File: src/rtl/register_file_rename_if.sv
// Issue, commit and operand-read signals between issue logic, the ROB and the
// renaming register file. The register file takes the slave side.
interface register_file_rename_if #(
  parameter int ROB_WIDTH = 4
);
  logic                 rdy_in;
  logic                 clear_signal;

  logic                 issue_signal;
  logic                 issue_rd_valid;
  logic [4:0]           issue_rd_id;
  logic [ROB_WIDTH-1:0] issue_rob_tag;

  logic                 reg_done;
  logic [31:0]          reg_value;
  logic [4:0]           reg_id;
  logic [ROB_WIDTH-1:0] reg_tag;

  logic [4:0]           rs1_id;
  logic [4:0]           rs2_id;
  logic [31:0]          rs1_value;
  logic [31:0]          rs2_value;
  logic                 rs1_busy;
  logic                 rs2_busy;
  logic [ROB_WIDTH-1:0] rs1_tag;
  logic [ROB_WIDTH-1:0] rs2_tag;

  modport master (
    output rdy_in, clear_signal,
    output issue_signal, issue_rd_valid, issue_rd_id, issue_rob_tag,
    output reg_done, reg_value, reg_id, reg_tag,
    output rs1_id, rs2_id,
    input  rs1_value, rs2_value, rs1_busy, rs2_busy, rs1_tag, rs2_tag
  );

  modport slave (
    input  rdy_in, clear_signal,
    input  issue_signal, issue_rd_valid, issue_rd_id, issue_rob_tag,
    input  reg_done, reg_value, reg_id, reg_tag,
    input  rs1_id, rs2_id,
    output rs1_value, rs2_value, rs1_busy, rs2_busy, rs1_tag, rs2_tag
  );
endinterface

File: src/rtl/register_file_rename.sv
// Architectural register file with per-register rename tags. Commits from the ROB
// retire values and release renames; issue reads see value-or-tag with commit forwarding.
module register_file_rename #(
  parameter int ROB_WIDTH = 4
) (
  input logic                   clk_in,
  input logic                   rst_n_in,
  register_file_rename_if.slave rf
);

  localparam int NUM_REGS = 32;

  logic [31:0]          value_q [NUM_REGS];
  logic [NUM_REGS-1:0]  busy_q;
  logic [ROB_WIDTH-1:0] tag_q   [NUM_REGS];

  logic commit_en;
  logic issue_en;

  assign commit_en = rf.reg_done && (rf.reg_id != 5'd0);
  assign issue_en  = rf.issue_signal && rf.issue_rd_valid &&
                     (rf.issue_rd_id != 5'd0) && !rf.clear_signal;

  // Later non-blocking assignments to the same register override earlier ones,
  // which is how a same-cycle issue out-ranks the commit's busy release.
  // NOTE: sequential state uses <= only, so every read in this block sees the
  // pre-edge value regardless of statement order.
  always_ff @(posedge clk_in or negedge rst_n_in) begin
    if (!rst_n_in) begin
      // NOTE: the storage array is reset explicitly because every register,
      // not only the busy bits, must read 0 straight out of reset.
      for (int i = 0; i < NUM_REGS; i++) begin
        value_q[i] <= '0;
        tag_q[i]   <= '0;
      end
      busy_q <= '0;
    end else if (rf.rdy_in) begin
      if (commit_en) begin
        value_q[rf.reg_id] <= rf.reg_value;
        if (busy_q[rf.reg_id] && (tag_q[rf.reg_id] == rf.reg_tag)) begin
          busy_q[rf.reg_id] <= 1'b0;
        end
      end
      if (rf.clear_signal) begin
        busy_q <= '0;
        for (int i = 0; i < NUM_REGS; i++) begin
          tag_q[i] <= '0;
        end
      end else if (issue_en) begin
        busy_q[rf.issue_rd_id] <= 1'b1;
        tag_q[rf.issue_rd_id]  <= rf.issue_rob_tag;
      end
    end
  end

  logic [4:0]           rs_id    [2];
  logic [31:0]          rd_value [2];
  logic                 rd_busy  [2];
  logic [ROB_WIDTH-1:0] rd_tag   [2];

  assign rs_id[0] = rf.rs1_id;
  assign rs_id[1] = rf.rs2_id;

  // A commit that resolves the pending producer this cycle is forwarded, so the
  // consumer never waits an extra cycle for the register write.
  always_comb begin
    for (int p = 0; p < 2; p++) begin
      // NOTE: every output gets a default before the conditional overrides so
      // no path leaves a value unassigned and no latch is inferred.
      rd_value[p] = value_q[rs_id[p]];
      rd_busy[p]  = busy_q[rs_id[p]];
      rd_tag[p]   = busy_q[rs_id[p]] ? tag_q[rs_id[p]] : '0;
      if (rs_id[p] == 5'd0) begin
        rd_value[p] = '0;
        rd_busy[p]  = 1'b0;
        rd_tag[p]   = '0;
      end else if (rf.reg_done && (rf.reg_id == rs_id[p]) && busy_q[rs_id[p]] &&
                   (tag_q[rs_id[p]] == rf.reg_tag)) begin
        rd_value[p] = rf.reg_value;
        rd_busy[p]  = 1'b0;
        rd_tag[p]   = '0;
      end
    end
  end

  assign rf.rs1_value = rd_value[0];
  assign rf.rs1_busy  = rd_busy[0];
  assign rf.rs1_tag   = rd_tag[0];
  assign rf.rs2_value = rd_value[1];
  assign rf.rs2_busy  = rd_busy[1];
  assign rf.rs2_tag   = rd_tag[1];

endmodule
File: src/flat_wrapper.sv
// flat-port wrapper written by rule: the top's interface ports become plain ports
module register_file_rename_flat 
#(
  parameter int ROB_WIDTH = 4
)
  (clk_in, rst_n_in, rf_rdy_in, rf_clear_signal, rf_issue_signal, rf_issue_rd_valid, rf_issue_rd_id, rf_issue_rob_tag, rf_reg_done, rf_reg_value, rf_reg_id, rf_reg_tag, rf_rs1_id, rf_rs2_id, rf_rs1_value, rf_rs2_value, rf_rs1_busy, rf_rs2_busy, rf_rs1_tag, rf_rs2_tag);
  register_file_rename_if #(.ROB_WIDTH(ROB_WIDTH)) rf_i ();
  input logic clk_in;
  input logic rst_n_in;
  input wire logic [$bits(rf_i.rdy_in)-1:0] rf_rdy_in;
  input wire logic [$bits(rf_i.clear_signal)-1:0] rf_clear_signal;
  input wire logic [$bits(rf_i.issue_signal)-1:0] rf_issue_signal;
  input wire logic [$bits(rf_i.issue_rd_valid)-1:0] rf_issue_rd_valid;
  input wire logic [$bits(rf_i.issue_rd_id)-1:0] rf_issue_rd_id;
  input wire logic [$bits(rf_i.issue_rob_tag)-1:0] rf_issue_rob_tag;
  input wire logic [$bits(rf_i.reg_done)-1:0] rf_reg_done;
  input wire logic [$bits(rf_i.reg_value)-1:0] rf_reg_value;
  input wire logic [$bits(rf_i.reg_id)-1:0] rf_reg_id;
  input wire logic [$bits(rf_i.reg_tag)-1:0] rf_reg_tag;
  input wire logic [$bits(rf_i.rs1_id)-1:0] rf_rs1_id;
  input wire logic [$bits(rf_i.rs2_id)-1:0] rf_rs2_id;
  output wire logic [$bits(rf_i.rs1_value)-1:0] rf_rs1_value;
  output wire logic [$bits(rf_i.rs2_value)-1:0] rf_rs2_value;
  output wire logic [$bits(rf_i.rs1_busy)-1:0] rf_rs1_busy;
  output wire logic [$bits(rf_i.rs2_busy)-1:0] rf_rs2_busy;
  output wire logic [$bits(rf_i.rs1_tag)-1:0] rf_rs1_tag;
  output wire logic [$bits(rf_i.rs2_tag)-1:0] rf_rs2_tag;
  assign rf_i.rdy_in = rf_rdy_in;
  assign rf_i.clear_signal = rf_clear_signal;
  assign rf_i.issue_signal = rf_issue_signal;
  assign rf_i.issue_rd_valid = rf_issue_rd_valid;
  assign rf_i.issue_rd_id = rf_issue_rd_id;
  assign rf_i.issue_rob_tag = rf_issue_rob_tag;
  assign rf_i.reg_done = rf_reg_done;
  assign rf_i.reg_value = rf_reg_value;
  assign rf_i.reg_id = rf_reg_id;
  assign rf_i.reg_tag = rf_reg_tag;
  assign rf_i.rs1_id = rf_rs1_id;
  assign rf_i.rs2_id = rf_rs2_id;
  assign rf_rs1_value = rf_i.rs1_value;
  assign rf_rs2_value = rf_i.rs2_value;
  assign rf_rs1_busy = rf_i.rs1_busy;
  assign rf_rs2_busy = rf_i.rs2_busy;
  assign rf_rs1_tag = rf_i.rs1_tag;
  assign rf_rs2_tag = rf_i.rs2_tag;
  register_file_rename #(.ROB_WIDTH(ROB_WIDTH)) u_core (.clk_in(clk_in), .rst_n_in(rst_n_in), .rf(rf_i));
endmodule
File: config.mk
export PLATFORM = sky130hd
export DESIGN_NAME = register_file_rename_flat
export DESIGN_NICKNAME = d
export VERILOG_FILES = /design/src/rtl/register_file_rename_if.sv /design/src/rtl/register_file_rename.sv /design/src/flat_wrapper.sv
export SDC_FILE = /design/constraint.sdc
export NUM_CORES = 2
export LEC_CHECK = 0
export BUFFER_PORTS_ARGS = -buffer_cell sky130_fd_sc_hd__buf_2
export CAP_MARGIN = 40
export CORE_MARGIN = 3
export CORE_UTILIZATION = 45
export CTS_BUF_LIST = sky130_fd_sc_hd__clkbuf_4 sky130_fd_sc_hd__clkbuf_8
export DETAILED_ROUTE_END_ITERATION = 10
export GPL_ROUTABILITY_DRIVEN = 0
export HOLD_SLACK_MARGIN = 0.08
export PLACE_DENSITY = 0.65
export SLEW_MARGIN = 0
export SYNTH_ARGS = -nofsm -noshare
export SYNTH_HDL_FRONTEND = slang
export SYNTH_SLANG_ARGS = --single-unit
File: constraint.sdc
create_clock -name clk_in -period 2.3 [get_ports clk_in]
set_input_delay 0 -clock clk_in [delete_from_list [all_inputs] [get_ports clk_in]]
set_output_delay 0 -clock clk_in [all_outputs]
set_load 0.02 [all_outputs]
After elaboration in Yosys (flattened, before gate mapping)
Cells that the tools add are included.

Magnitude comparators: 12. Eq/ne operators: 5. Reductions and logical operators: 23. Mux-type cells: 52. Bitwise gates (word level): 7.

Operators with widths (number): bitwise mux 1024 bit (1); 2-to-1 mux 32 bit (14); binary-select mux 32 bit (select 5 bit) (2); 2-to-1 mux 128 bit (2); demux 32 bit (select 5 bit) (1); bitwise mux 128 bit (1); binary-select mux 4 bit (select 5 bit) (3); 2-to-1 mux 4 bit (13); bitwise AND 32 bit (1); NOT 32 bit (1); OR 32 bit (1); >= comparator 6 bit (second input constant) (4); less-than comparator 5 x 6 -> 1 bit (second input constant) (4); NOT 5 -> 6 bit (4); demux 4 bit (select 5 bit) (1); binary-select mux 1 bit (select 5 bit) (3); logical AND 1 bit (15); == test 4 bit (3); less-than comparator 6 x 1 -> 1 bit (second input constant) (2); demux 1 bit (select 5 bit) (2); == test 5 bit (2); >= comparator 5 x 1 -> 1 bit (second input constant) (2); zero test 5 bit (2); nonzero test 5 bit (2); other kinds (4) (13).

Word-level logic and storage cells: 164. Register bits: 1184. Output and inout port bits: 74.

Longest topological paths before layout
Word-level depth: 12. Depth in mapped cells: 13. Depth with buffers taken out: 7.

Worst setup path after synthesis
Ideal clock, no wire load.

Path kind: reg2out. Start point: reg u_core.tag_q[66] (netlist bit). End point: out rf_rs1_tag[1]. Setup slack: -0.588 ns. Cell stages (with the launch flop): 10. Data arrival time: 2.888 ns. Buffers on the path: 2. Data required time: 2.300 ns. Path through: dfrtp_1 > mux4_2 > mux2_2 > a2111oi_1 > o21ai_0 > nand4b_1 > and4b_1 > buf_6 > buf_6 > nor4_1.

Cells in the longest elaborated chain, start to end: 7.

Ends and longest elaborated chain: start, declared (RTL line register_file_rename.sv:15) `logic [ROB_WIDTH-1:0] tag_q [NUM_REGS];`; start signal, assigned by index (RTL line register_file_rename.sv:51) `tag_q[rf.issue_rd_id] <= rf.issue_rob_tag;`; binary-select mux 4 bit (select 5 bit) (RTL line register_file_rename.sv:78) `(tag_q[rs_id[p]] == rf.reg_tag)) begin`; 2-to-1 mux 4 bit (not written as such) (2 in series) (RTL line register_file_rename.sv:78); == test 4 bit (RTL line register_file_rename.sv:78); logical AND 1 bit (RTL line register_file_rename.sv:77) `end else if (rf.reg_done && (rf.reg_id == rs_id[p]) && busy_q[rs_id[p]] &&`; 2-to-1 mux 4 bit (RTL line register_file_rename.sv:77); 2-to-1 mux 4 bit (RTL line register_file_rename.sv:73) `if (rs_id[p] == 5'd0) begin`; end, declared (RTL line flat_wrapper.sv:26) `output wire logic [$bits(rf_i.rs1_tag)-1:0] rf_rs1_tag;`.

Every way passes these cells. The select of a mux whose other input is x is not followed.

Worst setup path in the final report
Start point: reg u_core.tag_q[70] (netlist bit). End point: out rf_rs1_value[7].

Cells in the longest elaborated chain, start to end: 7.

Ends and longest elaborated chain: binary-select mux 4 bit (select 5 bit) (RTL line register_file_rename.sv:78); 2-to-1 mux 4 bit (not written as such) (2 in series) (RTL line register_file_rename.sv:78); == test 4 bit (RTL line register_file_rename.sv:78); logical AND 1 bit (RTL line register_file_rename.sv:77); 2-to-1 mux 32 bit (RTL line register_file_rename.sv:77); 2-to-1 mux 32 bit (RTL line register_file_rename.sv:73); end, declared (RTL line flat_wrapper.sv:22) `output wire logic [$bits(rf_i.rs1_value)-1:0] rf_rs1_value;`.

Every way passes these cells. The select of a mux whose other input is x is not followed.

==> results by group <==
STA
  – Worst-case clock skew: 0.0412 ns
  – Summed negative setup slack over all endpoints: -129.67 ns
  – Relative max-transition margin: between 30% and 40%
  – Share of the cycle needed by the critical path after routing: 171%
  – Worst path setup slack after routing: -1.63 ns
  – Slew Viols, Final: 0
  – Number of setup violations in the final report: approximately 110
  – Highest clock frequency the design can meet: approximately 250 MHz
  – Final critical delay including setup and external delays: roughly 3.9 ns
  – Unrepaired setup endpoints after global routing: yes
  – Actual transition at the worst max-transition pin: around 0.93 ns
  – Hold violation count in the final report: 0

Final layout
  – Total Nets Final: around 5200
  – Most common cell after layout, fill and taps aside: dfrtp_1
  – Final design utilization: between 50 and 60%
  – Fraction of layout cells with a size suffix above 1: between 50% and 60%
  – Area added between synthesis and finish: 21.5%
  – Commonest cells after routing, fill and taps aside: 1184 x dfrtp_1, 1014 x mux2_2, 598 x mux4_2
  – Number of non-filler instances in the completed layout: 7238

Critical path
  – Endpoint arrival time on the critical path: 3.93 ns
  – Crit path kind: reg2out
  – Max stage delay on crit path: 0.47 ns
  – Largest fanout on the critical path: 8
  – Slowest cell on crit path: mux4_2
  – Top Family by Delay on Critical Path: multiplexers
  – Critical-path cell list: mux4_2, mux2_4, a2111oi_4, nor3_1, nand4b_1, and4b_4, buf_12, buf_16, mux2i_4, buf_6
  – Startpoint class of the critical path: register
  – Number of buffer and inverter stages on the critical path: 3
  – Kind of end point of the critical path: primary output
  – Worst EP required: around 2.3 ns

Clock network
  – CTS tree: done
  – Clock tree root driver cell: clkbuf_8
  – Clock slew at the register clock pins of the worst setup and hold paths: roughly 0.060 ns
  – Clock Latency Late Sink: approximately 0.96 ns
  – Clock tree sinks: ~1200
  – CTS max path bufs: 3
  – Clock buffers created by TritonCTS: just over 200
  – # H-tree levels: 4

Floorplanning
  – Initial Utilization: 45.4%
  – Height of the chip: 389 um
  – Overall die width: a little under 400 um
  – Die outline area: approximately 150000 um^2
  – Core Region: ~150000 um^2
  – I/O pin count: ~140
  – Core Rows: between 100 and 150

Yosys
  – Cell variety after synth: 62
  – Async SR Flop Fraction: 100%
  – Sequential cell area fraction in the yosys report: 44.8%
  – Yosys Warn Count: 0
  – Cells taking the most area after synthesis: dfrtp_1 45%, mux4_2 20%, mux2_2 17%
  – Fraction of synthesized cell area taken by the top area cell type: around 45%
  – Mean instance size in the synthesized netlist: ~14 um^2
  – Synth Register Bits: 1184
  – Cell taking the most area after synthesis: dfrtp_1
  – Synthesized netlist net count: 4746
  – Number of flops mapped to enable cells by yosys: 0
  – Post-synthesis cell count: roughly 4700
  – Post-synth design cell area: roughly 66000 um^2
  – Top_reg_cell synth: dfrtp_1

Route
  – DRC Markers: 0
  – Starting DRC count in detailed routing: around 5000
  – Routed Wire Length: approximately 220000 um
  – Via Count: 47000
  – Number of vias per cell after detailed routing: around 6.5
  – TritonRoute pass-1 iters: 6
  – Remaining antenna violation count after routing: 0
  – Routed wire per std cell: 30.2 um

GRT
  – Number of global-route vias before repair: approximately 48000
  – Total overflow reported by the global router: 0
  – Overall fraction of global-route tracks in use: between 20% and 30%
  – Initial antenna violation count: 5
  – Global-route wire length before repair: between 300000 and 400000 um
  – Pin count of the biggest net entering global routing: between 100 and 150

Power and ir drop
  – Worst-case vdd ir drop: between 0.0006 and 0.0007 V
  – Total power of the final layout: around 56 mW
  – Power per standard cell area: 697 nW/um^2
  – Static Leakage: 35.6 nW
  – Clock Power Share: 37.6%
  – Share of power burned in combinational logic: a little under a fifth
  – Proportion of total power due to net switching: 27.1%
  – Power share of the sequential group: 44.3%
  – Pint: 40.8 mW
  – Switching power: 15.2 mW

Placement
  – Total of buffers placed on input and output ports: between 100 and 150
  – Placed cell count: roughly 6800
  – Setup slack at placement: -0.698 ns
  – Placed wire-length estimate after detailed placement: ~140000 um

Min path
  – Path category of the worst min-delay check: in2reg

Status
  – Run status: finished, violations left
  – Violated checks: setup timing

Job
  – Reported max-cap violation count: 0
## worst paths after layout
check	startpoint	endpoint	slack, ns	depth (start not counted)
setup / recovery	u_core.tag_q[70]	rf_rs1_value[7]	-1.63	10
hold reg to reg	u_core.value_q[1013]	u_core.value_q[1013]	0.40	0
max in group asynchronous	rst_n_in	u_core.value_q[667]	1.09	6
min in group asynchronous	rst_n_in	u_core.value_q[972]	0.18	4
hold / removal	rf_clear_signal	u_core.busy_q[4]	0.16	6
setup reg to reg	u_core.tag_q[66]	u_core.busy_q[28]	-0.56	12
## kinds of logic (layout without fill, tap and decap cells)
group	after synthesis	count (layout)	synth area share (%)
buf+inv	521	1161	3.61
compound gates	520	520	5.29
xor+xnor	17	17	0.236
other cells	0	2	0
simple gates	513	513	3.71
flops	1184	1184	44.8
mux	1924	1924	42.4
## routing by layer
layer	global-route usage, %	wire, um	vias to the layer above
li1	-	-	19100
met1	40.4	90900	25100
met2	44.4	100000	2218
met3	5.83	17400	540
met4	12.0	9780	0
met5	0	0	-
## flip-flops by register name, indices dropped and copies added (netlist names)
register	cells
u_core.value_q	1024
u_core.tag_q	128
u_core.busy_q	32
## worst register-to-register path: stages, from the launching register on
cell and delay [ns]:
dfrtp_1 0.39, buf_4 0.14, buf_6 0.11, mux4_2 0.58
a22oi_2 0.22, nand4_1 0.16, xnor2_2 0.19, buf_4 0.16
nand4_4 0.10, buf_8 0.18, nor4_4 0.14, buf_6 0.21
a211oi_1 0.11
## power by group through the flow
stage          combinational [mW]  clock (mW)  sequential, mW
4_1_cts                      10.1        21.4            24.7
2_1_floorplan                6.93           0            24.6
3_3_place_gp                 9.63           0            24.9
6_report                     10.1        21.1            24.8
3_5_place_dp                 9.80           0            25.1
5_1_grt                      10.8        22.4            25.1
## repair_timing
item / 4_1_cts / 5_1_grt
endpoints found under the setup margin: 105 / 120
setup buffers: 12 / 9
endpoints found under the hold margin: 2336 / 113
pin swaps: 32 / 17
gates resized for setup: 159 / 63
hold buffers: 77 / 2
cloned: 3 / 1
## metrics by stage
stage               hold WS, ns  area (um^2)
floorplan                -0.296        67100
global placement        -0.0982        74000
detailed placement      -0.0933        74000
CTS                      0.0813        80100
global route              0.122        80400
finish                    0.161        80400
## cell usage after synthesis (all sizes together), types with 45 or more instances
| master | number |
|---|---|
| mux2i | 309 |
| buf | 256 |
| mux4 | 598 |
| nor2 | 82 |
| a22oi | 45 |
| nand2 | 220 |
| o21ai | 153 |
| a21oi | 96 |
| clkbuf | 262 |
| a211oi | 45 |
| mux2 | 1017 |
| dfrtp | 1184 |
| nand3 | 86 |
## area by class of cell
cell class,count,area (um^2)
antenna,2,5.00
multi-input combinational,2974,35500
clock inverter,38,360
clock buffer,334,4170
timing repair buffer,786,8320
sequential,1184,29600
inverter,3,11.3
tap,1917,2400
fill,11800,65400
Note: power is estimated with default switching activity, not from simulation.
